### src/rtl/tetris_pkg.sv
//------------------------------------------------------------------------------
// Module : tetris (package)
// Brief  : Move directions and move_avail bit positions shared by game blocks.
// Rev    : 1.0 - initial release
//------------------------------------------------------------------------------
`default_nettype none

package tetris;

  typedef enum logic [1:0] {
    eNonDir = 2'd0,
    eDown   = 2'd1,
    eLeft   = 2'd2,
    eRight  = 2'd3
  } direction_e;

  localparam int c_avail_left  = 0;
  localparam int c_avail_right = 1;
  localparam int c_avail_down  = 2;

endpackage

`default_nettype wire

### src/rtl/move_scheduler_gravity_timer.sv
//------------------------------------------------------------------------------
// Module : gravity_timer
// Brief  : Gravity period counter; tick marks the terminal count, reload restarts.
// Rev    : 1.0 - initial release
//------------------------------------------------------------------------------
`default_nettype none

module gravity_timer #(
  parameter int gravity_period_p = 25000000
) (
  input  logic clk_i,
  input  logic reset_i,
  input  logic en,
  input  logic reload,
  input  logic period_sel,
  output logic tick
);

  localparam int                 c_width     = $clog2(gravity_period_p);
  localparam logic [c_width-1:0] c_term_slow = c_width'(gravity_period_p - 1);
  localparam logic [c_width-1:0] c_term_fast = c_width'(gravity_period_p / 4 - 1);
  localparam logic [c_width-1:0] c_one       = c_width'(1);

  logic [c_width-1:0] r_count;
  logic [c_width-1:0] w_term;

  assign w_term = period_sel ? c_term_fast : c_term_slow;

  // ">=" makes a count already past a freshly shortened terminal wrap at once.
  assign tick = en && (r_count >= w_term);

  always_ff @(posedge clk_i or posedge reset_i) begin
    if (reset_i) begin
      r_count <= '0;
    end else if (reload || tick) begin
      r_count <= '0;
    end else if (en) begin
      r_count <= r_count + c_one;
    end
  end

endmodule

`default_nettype wire

### src/rtl/move_scheduler.sv
//------------------------------------------------------------------------------
// Module : move_scheduler
// Brief  : Arbitrates gravity/down/left/right requests into executor issues.
//          Optional macro TETRIS_SOFT_DROP_EN adds btn_down_held_i (period/4).
// Rev    : 1.0 - initial release
//------------------------------------------------------------------------------
`default_nettype none

module move_scheduler
  import tetris::*;
#(
  parameter int gravity_period_p = 25000000
) (
  input  logic       clk_i,
  input  logic       reset_i,
  input  logic       en_i,
  input  logic       btn_left_i,
  input  logic       btn_right_i,
  input  logic       btn_down_i,
`ifdef TETRIS_SOFT_DROP_EN
  input  logic       btn_down_held_i,
`endif
  input  logic [2:0] move_avail_i,
  output logic       exe_v_o,
  output direction_e exe_direction_o,
  input  logic       exe_done_i,
  output logic       landed_o,
  output logic       busy_o
);

  typedef enum logic [1:0] {
    IDLE  = 2'd0,
    ISSUE = 2'd1,
    WAIT  = 2'd2
  } state_e;

  // Pending vector bit positions; higher index wins arbitration.
  localparam int c_pend_right = 0;
  localparam int c_pend_left  = 1;
  localparam int c_pend_down  = 2;
  localparam int c_pend_grav  = 3;

  state_e     r_state;
  logic [3:0] r_pend;
  logic       r_exe_v;
  logic       r_landed;
  direction_e r_dir;

  logic       w_tick;
  logic       w_period_sel;
  logic       w_sel_valid;
  logic       w_sel_legal;
  logic       w_sel_grav;
  logic       w_decide;
  logic       w_reload;
  logic [3:0] w_sel_onehot;
  logic [3:0] w_set;
  logic [3:0] w_clr;
  direction_e w_sel_dir;

`ifdef TETRIS_SOFT_DROP_EN
  assign w_period_sel = btn_down_held_i;
`else
  assign w_period_sel = 1'b0;
`endif

  gravity_timer #(
    .gravity_period_p (gravity_period_p)
  ) u_gravity_timer (
    .clk_i      (clk_i),
    .reset_i    (reset_i),
    .en         (en_i),
    .reload     (w_reload),
    .period_sel (w_period_sel),
    .tick       (w_tick)
  );

  always_comb begin
    w_sel_valid  = 1'b1;
    w_sel_onehot = '0;
    w_sel_dir    = eNonDir;
    w_sel_legal  = 1'b0;
    if (r_pend[c_pend_grav]) begin
      w_sel_onehot[c_pend_grav] = 1'b1;
      w_sel_dir                 = eDown;
      w_sel_legal               = move_avail_i[c_avail_down];
    end else if (r_pend[c_pend_down]) begin
      w_sel_onehot[c_pend_down] = 1'b1;
      w_sel_dir                 = eDown;
      w_sel_legal               = move_avail_i[c_avail_down];
    end else if (r_pend[c_pend_left]) begin
      w_sel_onehot[c_pend_left] = 1'b1;
      w_sel_dir                 = eLeft;
      w_sel_legal               = move_avail_i[c_avail_left];
    end else if (r_pend[c_pend_right]) begin
      w_sel_onehot[c_pend_right] = 1'b1;
      w_sel_dir                  = eRight;
      w_sel_legal                = move_avail_i[c_avail_right];
    end else begin
      w_sel_valid = 1'b0;
    end
  end

  assign w_sel_grav = r_pend[c_pend_grav];
  assign w_decide   = en_i && (r_state == IDLE) && w_sel_valid;
  // Any serviced gravity step, issued or landed, restarts the period.
  assign w_reload   = w_decide && w_sel_grav;
  assign w_clr      = w_decide ? w_sel_onehot : 4'b0000;
  assign w_set      = {w_tick, btn_down_i, btn_left_i, btn_right_i};

  always_ff @(posedge clk_i or posedge reset_i) begin
    if (reset_i) begin
      r_pend <= '0;
    end else if (!en_i) begin
      r_pend <= '0;
    end else begin
      r_pend <= (r_pend & ~w_clr) | w_set;
    end
  end

  always_ff @(posedge clk_i or posedge reset_i) begin
    if (reset_i) begin
      r_state  <= IDLE;
      r_exe_v  <= 1'b0;
      r_landed <= 1'b0;
      r_dir    <= eNonDir;
    end else begin
      r_exe_v  <= 1'b0;
      r_landed <= 1'b0;
      case (r_state)
        IDLE: begin
          if (w_decide) begin
            if (w_sel_legal) begin
              r_state <= ISSUE;
              r_exe_v <= 1'b1;
              r_dir   <= w_sel_dir;
            end else begin
              r_landed <= w_sel_grav;
            end
          end
        end
        ISSUE: begin
          r_state <= WAIT;
        end
        WAIT: begin
          if (exe_done_i) begin
            r_state <= IDLE;
            r_dir   <= eNonDir;
          end
        end
        default: begin
          r_state <= IDLE;
          r_dir   <= eNonDir;
        end
      endcase
    end
  end

  assign exe_v_o         = r_exe_v;
  assign landed_o        = r_landed;
  assign exe_direction_o = r_dir;
  assign busy_o          = (r_state != IDLE);

endmodule

`default_nettype wire

### config.mk
export PLATFORM = sky130hd
export DESIGN_NAME = move_scheduler
export DESIGN_NICKNAME = d
export VERILOG_FILES = /design/src/rtl/tetris_pkg.sv /design/src/rtl/move_scheduler_gravity_timer.sv /design/src/rtl/move_scheduler.sv
export SDC_FILE = /design/constraint.sdc
export NUM_CORES = 1
export LEC_CHECK = 0
export ABC_AREA = 0
export CORE_ASPECT_RATIO = 1.4
export CORE_MARGIN = 5
export CORE_UTILIZATION = 40
export CTS_BUF_LIST = sky130_fd_sc_hd__clkbuf_4 sky130_fd_sc_hd__clkbuf_8
export CTS_CLUSTER_SIZE = 28
export DETAILED_ROUTE_END_ITERATION = 8
export SLEW_MARGIN = 10
export SYNTH_ARGS = -nofsm -noshare
export SYNTH_HDL_FRONTEND = slang
export SYNTH_SLANG_ARGS = --single-unit
### constraint.sdc
create_clock -name clk_i -period 2.2 [get_ports clk_i]
set_input_delay 0.66 -clock clk_i [delete_from_list [all_inputs] [get_ports clk_i]]
set_output_delay 0.66 -clock clk_i [all_outputs]
set_load 0.02 [all_outputs]
==> summary.md <==
| Metric | Value |
|---|---|
| Max-slew headroom at the worst pin | about 70% |
| DRT iter0 DRCs | 69 |
| Hold Vio Cnt, Final | 0 |
| NetSw | 0.000583 W |
| Status | finished, final reports clean |
| Dominant cells by area after synthesis | dfrtp_1 49%, xor2_1 6.4%, nor2_1 5.7% |
| Hold Crit Start | exe_direction_o[0]$_DFFE_PP0P_ |
| Max Clk Rate | 0.513 GHz |
| Synth async-reset ratio | 100% |
| Tmin final | about 2 ns |
| Crit. Startpoint | en_i |
| TritonRoute pass-1 iters | 4 |
| Placer congestion estimate | ~0.86 |
| Clock network power share | 26.6% |
| Vias in the first global route | 1453 |
| Yosys cell types | 39 |
| Global-route wire length before repair | 6.63 mm |
| Mapped Cells | 178 |
| Top cell type's share of synthesized area | between 40% and 50% |
| Seq pwr share | between 40% and 50% |
| EDFF count, synth | 0 |
| RSZ-0062 raised after global routing | no |
| Critical Path Fanout Max | 7 |
| Fin util | 50.2% |
| Setup violators final | 0 |
| Post-Route Skew | 0.00679 ns |
| Sequential share of the synthesized area | 49.5% |
| P_int | 0.00119 W |
| Worst-Margin Slew | about 0.45 ns |
| Number of H-tree levels | 2 |
| Root buffer cell | clkbuf_8 |
| Area grow syn2layout | 21.2% |
| #FFs+latches synth | 35 |
| Layout cells sized above 1 | 14.0% |
| Fillers | 410 |
| Most frequent cells in the layout | 35 x dfrtp_1, 27 x nor2_1, 15 x nand2_1 |
| Reg2Reg Depth | 6 |
| Sw Ratio | 32.8% |
| Grt ovf | 0 |
| Hpwl dp | approximately 2.5 mm |
| Clk_lat worst skew | 0.29 ns |
| Worst hold slack | 0.524 ns |
| Worst vdd ir | approximately 0.00041 V |
| Hold Path Depth | 2 |
| Core footprint | 4270 um2 |
| Power density over cell area | 827 nW/um2 |
| Clock Sinks | 35 |
| CP Capture Type | flip-flop |
| Postcts setup bufs | 0 |
| Netlist Area Pre-Place | about 1800 um2 |
| Max Cap Violations | 0 |
| CTS tree | done |
| CTS clk-pin slew, worst paths | 0.07 ns |
| TritonCTS buffer count | 5 |
| Mapped Avg Cell Area | 9.95 um2 |
| Num rows | 28 |
| I/O Buffers | 14 |
| Vias per cell | just over 5 |
| Die H | 88.7 um |
| Antenna Cells | 0 |
| Die area | between 5000 and 6000 um2 |
| Synth Net Count | around 190 |
| Initial core utilization | about two fifths |
| Worst Path Arrival | 2.13 ns |
| Largest net degree at the start of global routing | 36 |
| GRT Total Usage | 14.7% |
| Routed wire per std cell | 13.2 um |
| Leakage power | roughly 0.99 nW |
| Dominant cell type by area after synthesis | dfrtp_1 |
| Required time worst endpoint | ~2.4 ns |
| Reg-to-reg startpoint | u_gravity_timer.r_count[0]$_DFFE_PP0P_ |
| DR DRC count | 0 |
| Via Count | 1367 |
| CTS max path bufs | 2 |
| Routed Antenna Nets | 0 |
| Logic pwr share | between 20% and 30% |
| Crit path kind | input pin to flip-flop |
| Crit share post-route | about nine tenths |
| Initial antenna violation count | 0 |
| Startpoint types | input pin |
| Commonest non-fill, non-tap cell in the layout | dfrtp_1 |
| Slew Limit Fails | 0 |
| Main synth FF type | dfrtp_1 |
| Die Wd | roughly 66 um |
| Layout Nets | 217 |
| Warnings, synthesis | 0 |
| Final wirelength | 3.54 mm |
| IO Count | 15 |
| Hold Crit Class | flip-flop to flip-flop |
-- final timing paths --
kind / endpoint / slack [ns]
setup / recovery: u_gravity_timer.r_count[23]$_DFFE_PP0P_ / 0.25
hold / removal: exe_direction_o[0]$_DFFE_PP0P_ / 0.52
setup reg to reg: u_gravity_timer.r_count[2]$_DFFE_PP0P_ / 0.38
hold reg to reg: exe_direction_o[0]$_DFFE_PP0P_ / 0.52
max in group asynchronous: exe_direction_o[0]$_DFFE_PP0P_ / 1.10
min in group asynchronous: r_pend[0]$_DFF_PP0_ / 0.78
-- per-layer routing --
layer	wire length [um]	share of wire [%]	global-route usage (%)
met1	1530	43	16.9
met4	79	2.2	6.84
met2	1780	50	25.1
met5	0	0	0
met3	150	4.2	4.32
-- worst max-delay path, stage by stage --
cell,delay [ns]
clkdlybuf4s50_1,0.53
nand3_1,0.16
nor4_4,0.37
nand4_1,0.17
xor2_1,0.20
nor2_2,0.04
-- final cells by class --
class,instances,area [um2],share of cell area [%]
clock buffers,7,83.8,3.91
flip-flops and latches,35,876,40.8
multi-input cells,129,827,38.5
inverters,9,33.8,1.57
clock inverters,1,5.00,0.233
well taps,60,75.1,3.50
repair buffers,26,245,11.4
-- stage by stage --
step / area [um2] / setup TNS (ns) / power (W) / setup slack (ns) / cells
2_1_floorplan: 1770 / 0 / 0.00114 / 0.381 / 178
3_3_place_gp: 2050 / 0 / 0.00131 / 0.0118 / 259
3_5_place_dp: 2050 / -0.0941 / 0.00132 / -0.0618 / 259
4_1_cts: 2140 / 0 / 0.00180 / 0.0248 / 267
5_1_grt: 2150 / 0 / 0.00190 / 0.0955 / 267
6_report: 2150 / 0 / 0.00178 / 0.250 / 267
-- synth_stat cells, types with 4 or more instances --
cell and instances:
a21oi_1 7, and3_1 4, dfrtp_1 35, inv_1 9, nand2_1 15, nand3_1 9
nand4_1 7, nor2_1 27, o21ai_0 6, xnor2_1 6, xor2_1 13
-- cells by family (layout without fill, tap and decap cells) --
kind of cell,count (synthesis),count (layout),share of synthesized area [%]
compound gates,27,27,11.1
simple gates,82,82,25.5
buf+inv,14,43,3.82
flops,35,35,49.5
xor+xnor,19,19,9.40
fa+ha+maj,1,1,0.707
-- registers in the layout (all words and copies together) (netlist names) --
| signal | cells |
|---|---|
| r_pend | 4 |
| exe_v_o | 1 |
| exe_direction_o | 2 |
| r_state | 2 |
| landed_o | 1 |
| u_gravity_timer.r_count | 25 |
-- power by group through the flow --
stage	Clock (W)	Combinational, W	Sequential [W]
3_3_place_gp	0	0.000452	0.000853
2_1_floorplan	0	0.000284	0.000858
6_report	0.000473	0.000457	0.000846
4_1_cts	0.000492	0.000464	0.000845
5_1_grt	0.000525	0.000509	0.000863
3_5_place_dp	0	0.000462	0.000856
-- timing repair --
| action | 4_1_cts | 5_1_grt |
|---|---|---|
| hold endpoints to repair | 0 | 0 |
| hold buffers | 0 | 0 |
| gates resized for setup | 0 | 1 |
| endpoints found under the setup margin | 0 | 1 |
Note: power is estimated with default switching activity, not from simulation.
